**config.mk**
```make
export PLATFORM = sky130hd
export DESIGN_NAME = pipe_reg_skid
export DESIGN_NICKNAME = d
export VERILOG_FILES = /design/src/rtl/pipe_reg_skid_pkg.sv /design/src/rtl/pipe_reg_skid.sv
export SDC_FILE = /design/constraint.sdc
export NUM_CORES = 1
export LEC_CHECK = 0
export CORE_MARGIN = 1
export CORE_UTILIZATION = 40
export CTS_BUF_LIST = sky130_fd_sc_hd__clkbuf_8
export DETAILED_ROUTE_END_ITERATION = 8
export PLACE_DENSITY = 0.67
export SETUP_SLACK_MARGIN = 0.05
export SKIP_CTS_REPAIR_TIMING = 1
export SLEW_MARGIN = 20
export SYNTH_ARGS = -nofsm -noshare
export SYNTH_HDL_FRONTEND = slang
export SYNTH_SLANG_ARGS = --single-unit
```
**constraint.sdc**
```tcl
create_clock -name CLK -period 2.18 [get_ports CLK]
set_input_delay 0.436 -clock CLK [delete_from_list [all_inputs] [get_ports CLK]]
set_output_delay 0.436 -clock CLK [all_outputs]
set_load 0.01 [all_outputs]
```
**src/rtl/pipe_reg_skid_pkg.sv**
```systemverilog
// Shared pipeline definitions: control-field bit positions and the skid-buffer state encoding.
package pipe_reg_skid_pkg;

    localparam int unsigned REG_WRITE_BIT  = 0;
    localparam int unsigned MEM_WRITE_BIT  = 1;
    localparam int unsigned RESULT_SRC_LSB = 2;
    localparam int unsigned RESULT_SRC_W   = 2;

    typedef enum logic [1:0] {
        EMPTY = 2'd0,
        ONE   = 2'd1,
        FULL  = 2'd2
    } skidState_e;

endpackage

```
**src/rtl/pipe_reg_skid.sv**
```systemverilog
// EX/MEM pipeline register with a one-entry skid buffer; in_ready depends only on held state.
module pipe_reg_skid
    import pipe_reg_skid_pkg::*;
#(
    parameter int unsigned XLEN   = 32,
    parameter int unsigned RD_W   = 5,
    parameter int unsigned CTRL_W = 4,
    parameter int unsigned CNT_W  = 16
) (
    input  logic                CLK,
    input  logic                RST_N,
    input  logic                flush,
    input  logic                in_valid,
    output logic                in_ready,
    input  logic [CTRL_W-1:0]   in_ctrl,
    input  logic [3*XLEN-1:0]   in_data,
    input  logic [RD_W-1:0]     in_rd,
    output logic                out_valid,
    input  logic                out_ready,
    output logic [CTRL_W-1:0]   out_ctrl,
    output logic [3*XLEN-1:0]   out_data,
    output logic [RD_W-1:0]     out_rd,
    output logic [CNT_W-1:0]    stall_cnt
);

    skidState_e stateQ, stateD;

    logic [CTRL_W-1:0]  mainCtrlQ, skidCtrlQ;
    logic [3*XLEN-1:0]  mainDataQ, skidDataQ;
    logic [RD_W-1:0]    mainRdQ, skidRdQ;
    logic [CNT_W-1:0]   stallCntQ;

    logic accept, pop;
    logic loadMainIn, loadSkidIn, loadMainSkid;

    assign in_ready  = (stateQ != FULL);
    assign out_valid = (stateQ != EMPTY);
    assign accept    = in_valid & in_ready;
    assign pop       = out_valid & out_ready;

    always_ff @(posedge CLK or negedge RST_N) begin
        if (!RST_N) begin
            stateQ <= EMPTY;
        end else begin
            stateQ <= stateD;
        end
    end

    always_comb begin
        stateD       = stateQ;
        loadMainIn   = 1'b0;
        loadSkidIn   = 1'b0;
        loadMainSkid = 1'b0;
        if (flush) begin
            stateD = EMPTY;
        end else begin
            unique case (stateQ)
                EMPTY: begin
                    if (accept) begin
                        stateD     = ONE;
                        loadMainIn = 1'b1;
                    end
                end
                ONE: begin
                    if (accept && pop) begin
                        loadMainIn = 1'b1;
                    end else if (accept) begin
                        stateD     = FULL;
                        loadSkidIn = 1'b1;
                    end else if (pop) begin
                        stateD = EMPTY;
                    end
                end
                FULL: begin
                    if (pop) begin
                        stateD       = ONE;
                        loadMainSkid = 1'b1;
                    end
                end
                default: stateD = EMPTY;
            endcase
        end
    end

    // Payload registers only move on an explicit load, keeping the head stable under backpressure.
    always_ff @(posedge CLK or negedge RST_N) begin
        if (!RST_N) begin
            mainCtrlQ <= '0;
            mainDataQ <= '0;
            mainRdQ   <= '0;
            skidCtrlQ <= '0;
            skidDataQ <= '0;
            skidRdQ   <= '0;
        end else begin
            if (loadMainIn) begin
                mainCtrlQ <= in_ctrl;
                mainDataQ <= in_data;
                mainRdQ   <= in_rd;
            end else if (loadMainSkid) begin
                mainCtrlQ <= skidCtrlQ;
                mainDataQ <= skidDataQ;
                mainRdQ   <= skidRdQ;
            end
            if (loadSkidIn) begin
                skidCtrlQ <= in_ctrl;
                skidDataQ <= in_data;
                skidRdQ   <= in_rd;
            end
        end
    end

    always_ff @(posedge CLK or negedge RST_N) begin
        if (!RST_N) begin
            stallCntQ <= '0;
        end else if (out_valid && !out_ready && (stallCntQ != '1)) begin
            stallCntQ <= stallCntQ + 1'b1;
        end
    end

    // A bubble must never carry a register or memory write downstream.
    always_comb begin
        out_ctrl = mainCtrlQ;
        if (!out_valid) begin
            out_ctrl                                 = '0;
            out_ctrl[REG_WRITE_BIT]                  = 1'b0;
            out_ctrl[MEM_WRITE_BIT]                  = 1'b0;
            out_ctrl[RESULT_SRC_LSB +: RESULT_SRC_W] = '0;
        end
    end

    assign out_data  = mainDataQ;
    assign out_rd    = mainRdQ;
    assign stall_cnt = stallCntQ;

endmodule

```
### Word level (Yosys, flattened, before mapping)

Cells that the tools add are included.

| storage, ports and cells | value |
|---|---|
| bits in registers | 228 |
| bits of input ports | 110 |
| output and inout port bits | 123 |

| operators by class | value |
|---|---|
| add/sub/neg operators | 1 |
| equality and inequality tests | 8 |
| multiplexer cells | 24 |
| bitwise gates (word level) | 2 |
| reduce and logical (&&, ||, !) cells | 8 |

Operators by type and width:

| kind | number |
|---|---|
| $mux W96 | 2 |
| $add A16 B1 Y16 const B | 1 |
| $ne A16 B16 Y1 const B | 1 |
| $mux W2 | 6 |
| $mux W4 | 3 |
| $mux W5 | 2 |
| $mux W1 | 9 |
| $ne A3 B3 Y1 const B | 3 |
| $pmux W2 S3 | 1 |
| $ne A4 B4 Y1 const B | 1 |
| $reduce_and A4 Y1 | 1 |
| $reduce_bool A2 Y1 | 2 |
| $logic_and A1 B1 Y1 | 3 |
| $and A1 B1 Y1 | 2 |
| $eq A2 B1 Y1 const B | 1 |
| $eq A2 B2 Y1 const B | 1 |
| $logic_not A2 Y1 | 1 |
| $ne A2 B2 Y1 const B | 1 |
| $pmux W1 S2 | 1 |
| $logic_not A1 Y1 | 1 |

### Depth between registers and ports, before layout

Gate-level depths: netlist of the first run.

| depth | value |
|---|---|
| word-level depth | 7 |
| mapped depth | 8 |
| gate-level depth less buffers | 5 |

### Least setup slack after synthesis of the first run

No wires, ideal clock.

| timing path | value |
|---|---|
| path type | reg-to-reg |
| from | reg stallCntQ[0] (netlist: stall_cnt[0]) |
| to | reg stallCntQ[1] (netlist: stall_cnt[1]) |
| arrival | 1.611 ns |
| slack | 0.441 ns |
| cell stages (with the launch flop) | 5 |
| path buffers | 0 |
| path through | dfrtp_1 > ha_1 > nand4_1 > o41a_1 > mux2_1 |

| between the ends | value |
|---|---|
| cells in the longest elaborated chain, start to end | 2 |
| elaborated cells between the ends (all ways) | 3 |
| those cells by class | add/sub: 1; eq/ne: 1; reduce/logical: 1 |

Ends and longest elaborated chain:

| item | line | source |
|---|---|---|
| start, declared | pipe_reg_skid.sv:31 | `logic [CNT_W-1:0] stallCntQ;` |
| start signal, assigned | pipe_reg_skid.sv:116 | `stallCntQ <= stallCntQ + 1'b1;` |
| branches (longest 2 deep; another with $add A16 B1 Y16) | -- |  |

Parallel ways; which one is timed is not known.
A chain may end at the register's enable or synchronous reset.

### Worst setup path after layout of the first run

| timing path | value |
|---|---|
| from | reg stateQ[0] |
| to | out out_ctrl[3] |

| between the ends | value |
|---|---|
| cells in the longest elaborated chain, start to end | 2 |

Ends and longest elaborated chain:

| item | line | source |
|---|---|---|
| start, declared | pipe_reg_skid.sv:26 | `skidState_e stateQ, stateD;` |
| start signal, assigned | pipe_reg_skid.sv:45 | `stateQ <= stateD;` |
| $reduce_bool A2 Y1 | pipe_reg_skid.sv:37 | `assign out_valid = (stateQ != EMPTY);` |
| $mux W4 | pipe_reg_skid.sv:123 | `if (!out_valid) begin` |
| end, declared | pipe_reg_skid.sv:20 | `output logic [CTRL_W-1:0] out_ctrl,` |

Every way passes these cells.

==> results of run 1 <==
sequential cells by signal, indices dropped and copies added, names as in the netlist:
name,flops
mainCtrlQ,4
skidRdQ,5
skidDataQ,96
out_data,96
out_rd,5
skidCtrlQ,4
stall_cnt,16
stateQ,2
power by group:
part	switching, mW	internal, mW
sequential	0.566	5.21
combinational	1.00	1.66
clock	1.67	2.16
cell families (layout without fill, tap and decap cells):
kind of cell | after synthesis | after routing | synth area share [%]
and+or+nand+nor | 148 | 148 | 6.89
AOI/OAI and AO/OA | 113 | 113 | 6.06
DFF | 228 | 228 | 59.0
muxes | 211 | 211 | 23.2
xor gates and xnor gates | 15 | 15 | 1.36
adders and majority gates | 1 | 1 | 0.129
buffers and inverters | 51 | 351 | 3.40
cell usage after synthesis (2+ instances only):
cell type / count / area [um^2]
dfrtp_1: 228 / 5710
nor2_1: 110 / 413
a21oi_1: 107 / 536
mux2_2: 105 / 1180
mux2i_1: 105 / 1050
clkbuf_1: 17 / 63.8
buf_2: 14 / 70.1
xor2_1: 9 / 78.8
buf_4: 7 / 52.6
nand4_1: 6 / 37.5
xnor2_1: 6 / 52.6
buf_12: 5 / 100
nand2_1: 5 / 18.8
nor2b_1: 5 / 31.3
nand3_1: 4 / 20.0
and3_1: 3 / 18.8
buf_1: 3 / 11.3
inv_1: 3 / 11.3
nor3b_1: 3 / 22.5
nor3_1: 2 / 10.0
nor3b_2: 2 / 25.0
nor4_1: 2 / 12.5
worst max path at each step:
stage	from	to
after floorplan	stall_cnt[0]$_DFFE_PN0P_	stall_cnt[1]$_DFFE_PN0P_
after global placement	flush	out_data[91]$_DFFE_PN0P_
after detailed placement	flush	out_data[88]$_DFFE_PN0P_
after CTS	stateQ[1]$_DFFE_PN0P_	out_ctrl[1]
after global routing	stateQ[0]$_DFFE_PN0P_	out_ctrl[0]
final	stateQ[0]$_DFFE_PN0P_	out_ctrl[3]
metal layers:
metal  track usage (%)  wire length [um]
met1              22.4              9410
met2              30.2             10500
met3              6.50              1800
met4              5.83               427
met5                 0                 0
final cells by class:
class                   count  area, um^2
clock inverters            15        67.6
well taps                 319         399
clock buffers              53         729
fillers                  1992       10000
multi-input cells         488        3670
repair buffers            280        2980
inverters                   3        11.3
flip-flops and latches    228        5710
placed cells by master, fill, tap and decap left out, drive strengths merged:
cell type / count
nor2: 110
or2: 1
a21oi: 107
ha: 1
nor2b: 5
xor2: 9
nand3: 4
o21ai: 1
mux2i: 105
nand2: 5
clkdlybuf4s50: 225
nand4: 6
nor4: 3
nand4b: 1
inv: 14
and3: 3
mux2: 106
clkinvlp: 1
a211oi: 1
nand3b: 1
o41a: 1
nand2b: 1
dfrtp: 228
buf: 48
dlymetal6s2s: 6
clkinv: 3
nor3: 2
dlygate4sd3: 1
o21ba: 1
nor3b: 5
xnor2: 6
o22a: 1
clkbuf: 53
o2111ai: 1
and4: 1
stage by stage:
step	setup slack [ps]	power, mW
floorplan	441	7.00
global placement	25.5	8.44
detailed placement	-16.9	8.52
CTS	-230	12.4
global route	39.1	13.0
finish	106	12.3
==> impl_metrics.py, run 1 <==
metrics = {
    "run_status": {
        "status": "complete, no violations",
    },
    "final_layout": {
        "drive_gt1_share_pct": 20.6,
        "syn2layout_area_growth_pct": 40.2,
        "final_area_mm2": 0.0136,
        "final_nets": 1153,
        "diodes": 0,
        "final_util_pct": 57.4,
        "stdcell_count": 1386,
    },
    "synthesis": {
        "synthesis.nets": 878,
        "synth_ff_type": "dfrtp_1",
        "seq_area_frac_synth_pct": 59.0,
        "yosysWarnings": 0,
        "ys_ff_latch": 228,
        "synth_cells": 767,
        "synth_async_sr_flop_share_pct": 100,
        "synthesis.area_mm2": 0.00968,
        "postSynthAreaPerCell_um2": 12.6,
        "ys_types": 38,
        "synth_edf_count": 0,
    },
    "critical_path": {
        "crit_cells": 6,
        "crit_path_max_fanout": 5,
        "path_cells": "buf_12 > nor2_4 > buf_4 > buf_4 > nor2b_1 > dlymetal6s2s_1",
        "crit_family": "buffers and inverters",
        "ff2ff_path_depth": 7,
        "required_ps": 1740,
        "worstSetupPathType": "flip-flop to output port",
        "r2r_setup_slack_ps": 220,
        "cp_common_cell": "buf_4",
        "crit_arrival_ps": 1640,
        "r2r-start": "stateQ[1]$_DFFE_PN0P_",
        "cp_slowest_cell": "dfrtp_2",
        "worstReg2RegEnd": "skidDataQ[83]$_DFFE_PN0P_",
        "start_kind": "flip-flop",
        "endpoint_kind": "output port",
        "cp.buffers_inverters": 4,
        "critical_path.max_stage_delay_ps": 450,
    },
    "clock_network": {
        "numCtsBuffers": 41,
        "clkSinkCount": 228,
        "clockRootBuffer": "clkbuf_8",
        "worstSkewPairLatency_ps": 520,
        "cts.clk_slew.worst_paths_ps": 60,
        "clockBufferDepth": 3,
        "htreeDepth": 2,
        "cts_tree": "done",
    },
    "floorplanning": {
        "coreArea_mm2": 0.0236,
        "ios": 233,
        "chipWidth_um": 158,
        "dieHeight_um": 158,
        "rows": 56,
        "die-area_mm2": 0.0248,
        "start_util_pct": 41.0,
    },
    "routing": {
        "drc": 0,
        "avgViaCountPerCell": 4.85,
        "dr.pass1.iters": 4,
        "antenna_left": 0,
        "vias": 6727,
        "drt-initial-drc-count": 268,
        "wl_per_cell_um": 16.0,
        "wirelength_mm": 22.2,
    },
    "timing": {
        "tns_ps": 0,
        "max_freq_mhz": 482,
        "finalHoldViolCount": 0,
        "worst-slew-pin-transition_ps": 452,
        "fin_hold_ws_ps": 378,
        "finalSetupViolations": 0,
        "slew_headroom_pct": 69.8,
        "finClkSkew_ps": 12.9,
        "period_minus_slack_ps": 2070,
        "grt_setup_unrepaired": "yes",
        "finalMaxSlewViolations": 0,
        "finalCritPeriodShare_pct": 95.1,
    },
    "placed_design": {
        "port_buffers": 232,
        "place_inst": 1311,
        "dp_hpwl_mm": 15.3,
        "placed_cell_area_mm2": 0.0127,
        "gp_congestion": 0.764,
    },
    "worst_hold_path": {
        "hp-class": "primary input to asynchronous set/reset pin",
    },
    "grt": {
        "overflow": 0,
        "grt_pass1_wl_mm": 35.8,
        "antenna_found_initial": 0,
        "grtUsageTotal_pct": 18.3,
        "first_global_vias": 6885,
        "grt_max_degree": 59,
    },
    "power_and_ir_drop": {
        "ir_drop_v": 0.000537,
        "power_density_mw_per_mm2": 904,
        "power_leakage_nw": 5.70,
    },
    "job": {
        "drv_cap": 0,
    },
}
Note: power is estimated with default switching activity, not from simulation.
==> run 2: changes to the inputs <==
- CORE_MARGIN: 1 -> 4
==> run 2 against run 1 <==
Net effect:
- combinational power is essentially flat
- critical path depth fell by 5
- count of clock-buffer cells in the layout shrank 3
- sequential power about the same
- hold slack improved by 85 ps
- design area is 0.70% lower
- worst setup slack improved by 51 ps
- total power down 1.4%
- non-clock buffer count shrank 4
- critical path type unchanged
==> impl_metrics.py, run 2 (synthesis results as in run 1) <==
metrics = {
    "critical_path": {
        "crit_family": "buffers and inverters",
        "ff2ff_path_depth": 5,
        "cp.buffers_inverters": 1,
        "critical_path.max_stage_delay_ps": 590,
        "start_kind": "flip-flop",
        "crit_cells": 1,
        "worstSetupPathType": "flip-flop to output port",
        "crit_path_max_fanout": 8,
        "cp_slowest_cell": "clkdlybuf4s50_1",
        "path_cells": "clkdlybuf4s50_1",
        "required_ps": 1740,
        "endpoint_kind": "output port",
        "crit_arrival_ps": 1590,
    },
    "run_status": {
        "status": "complete, no violations",
    },
    "floorplanning": {
        "start_util_pct": 41.0,
        "chipWidth_um": 164,
        "rows": 56,
        "ios": 233,
        "coreArea_mm2": 0.0236,
        "die-area_mm2": 0.0267,
        "dieHeight_um": 164,
    },
    "final_layout": {
        "final_area_mm2": 0.0135,
        "multi_input_area_mm2": 0.00367,
        "seq_area_mm2": 0.00571,
        "most-common-layout-cells": "dfrtp_1, clkdlybuf4s50_1, nor2_1",
        "final_nets": 1149,
        "nFillCells": 2001,
        "final_common_cell": "dfrtp_1",
        "syn2layout_area_growth_pct": 39.2,
        "diodes": 0,
        "drive_gt1_share_pct": 19.7,
    },
    "placed_design": {
        "port_buffers": 232,
        "placed_cell_area_mm2": 0.0127,
        "dp_slack_ps": 31.1,
        "dp_hpwl_mm": 15.9,
        "gp_congestion": 0.776,
    },
    "timing": {
        "grt_setup_unrepaired": "no",
        "max_freq_mhz": 494,
        "fin_hold_ws_ps": 463,
        "finalMaxSlewViolations": 0,
        "worst-slew-pin-transition_ps": 588,
        "finalCritPeriodShare_pct": 92.8,
        "finalSetupViolations": 0,
        "fin_ws_ps": 157,
        "slew_headroom_pct": 60.5,
        "finClkSkew_ps": 19.0,
        "finalHoldViolCount": 0,
        "period_minus_slack_ps": 2020,
    },
    "power_and_ir_drop": {
        "ir_drop_v": 0.000660,
        "power_density_mw_per_mm2": 897,
        "finalPower_mw": 12.1,
        "power_leakage_nw": 5.67,
    },
    "routing": {
        "drc": 0,
        "avgViaCountPerCell": 4.88,
        "drt-initial-drc-count": 370,
        "antenna_left": 0,
        "wirelength_mm": 22.7,
        "wl_per_cell_um": 16.5,
        "vias": 6726,
        "dr.pass1.iters": 4,
    },
    "job": {
        "drv_cap": 0,
    },
    "grt": {
        "grt_max_degree": 81,
        "grt_pass1_wl_mm": 37.4,
        "grtUsageTotal_pct": 17.2,
        "first_global_vias": 6929,
        "antenna_found_initial": 1,
        "overflow": 0,
    },
    "clock_network": {
        "cts.clk_slew.worst_paths_ps": 60,
        "cts_tree": "done",
        "worstSkewPairLatency_ps": 520,
        "clockRootBuffer": "clkbuf_8",
        "clockBufferDepth": 3,
        "clkSinkCount": 228,
        "numCtsBuffers": 41,
        "htreeDepth": 2,
    },
    "worst_hold_path": {
        "hp-class": "primary input to asynchronous set/reset pin",
    },
}
-- run 2: cell count changes in the layout (fill, tap and decap cells not counted), sizes merged --
cell	delta
buf	-4
clkbuf	-3
clkinv	-3
clkinvlp	-1
inv	+4
-- run 2: area by class of cell --
class	instances	share of cell area [%]
tap	319	2.96
clock buffer	50	5.11
inverter	3	0.0836
timing repair buffer	276	21.8
multi-input combinational	488	27.2
sequential	228	42.4
clock inverter	15	0.418
-- run 2: worst register-to-register path, stage by stage, from the launching register on --
cell,delay (ps)
dfrtp_1,420
ha_1,250
nand4_1,170
nor4_2,600
nor4_1,130
xor2_1,170
-- run 2: final timing paths --
| path | start | endpoint | slack (ps) |
|---|---|---|---|
| worst max-delay path | stall_cnt[2]$_DFFE_PN0P_ | stall_cnt[2] | 160 |
| worst min-delay path | RST_N | skidDataQ[9]$_DFFE_PN0P_ | 460 |
| worst max register to register | stall_cnt[0]$_DFFE_PN0P_ | stall_cnt[15]$_DFFE_PN0P_ | 310 |
| worst min register to register | skidRdQ[3]$_DFFE_PN0P_ | skidRdQ[3]$_DFFE_PN0P_ | 510 |
| max in group asynchronous | RST_N | skidRdQ[1]$_DFFE_PN0P_ | 1100 |
| min in group CLK | skidRdQ[3]$_DFFE_PN0P_ | skidRdQ[3]$_DFFE_PN0P_ | 510 |
-- run 2: power breakdown --
group / leakage (nW) / internal, mW / total (mW) / switching, mW
logic: 2.55 / 1.64 / 2.65 / 1.01
clock network: 0.439 / 2.03 / 3.66 / 1.62
registers: 2.67 / 5.21 / 5.78 / 0.570
total: 5.67 / 8.89 / 12.1 / 3.20
-- run 2: per-stage QoR --
stage	setup TNS, ps	util, %	std cells
finish	0	57.0	1379
global route	0	57.0	1379
CTS	-950	56.8	1374
detailed placement	0	53.6	1309
global placement	0	53.6	1309
floorplan	0	-	767
-- run 2: routing by layer --
metal	vias to the layer above	wire length, um	global-route usage (%)
met5	-	12	0
met2	207	10300	26.7
met1	3241	9880	22.7
li1	3231	-	-
met4	2	449	4.73
met3	45	2150	6.61
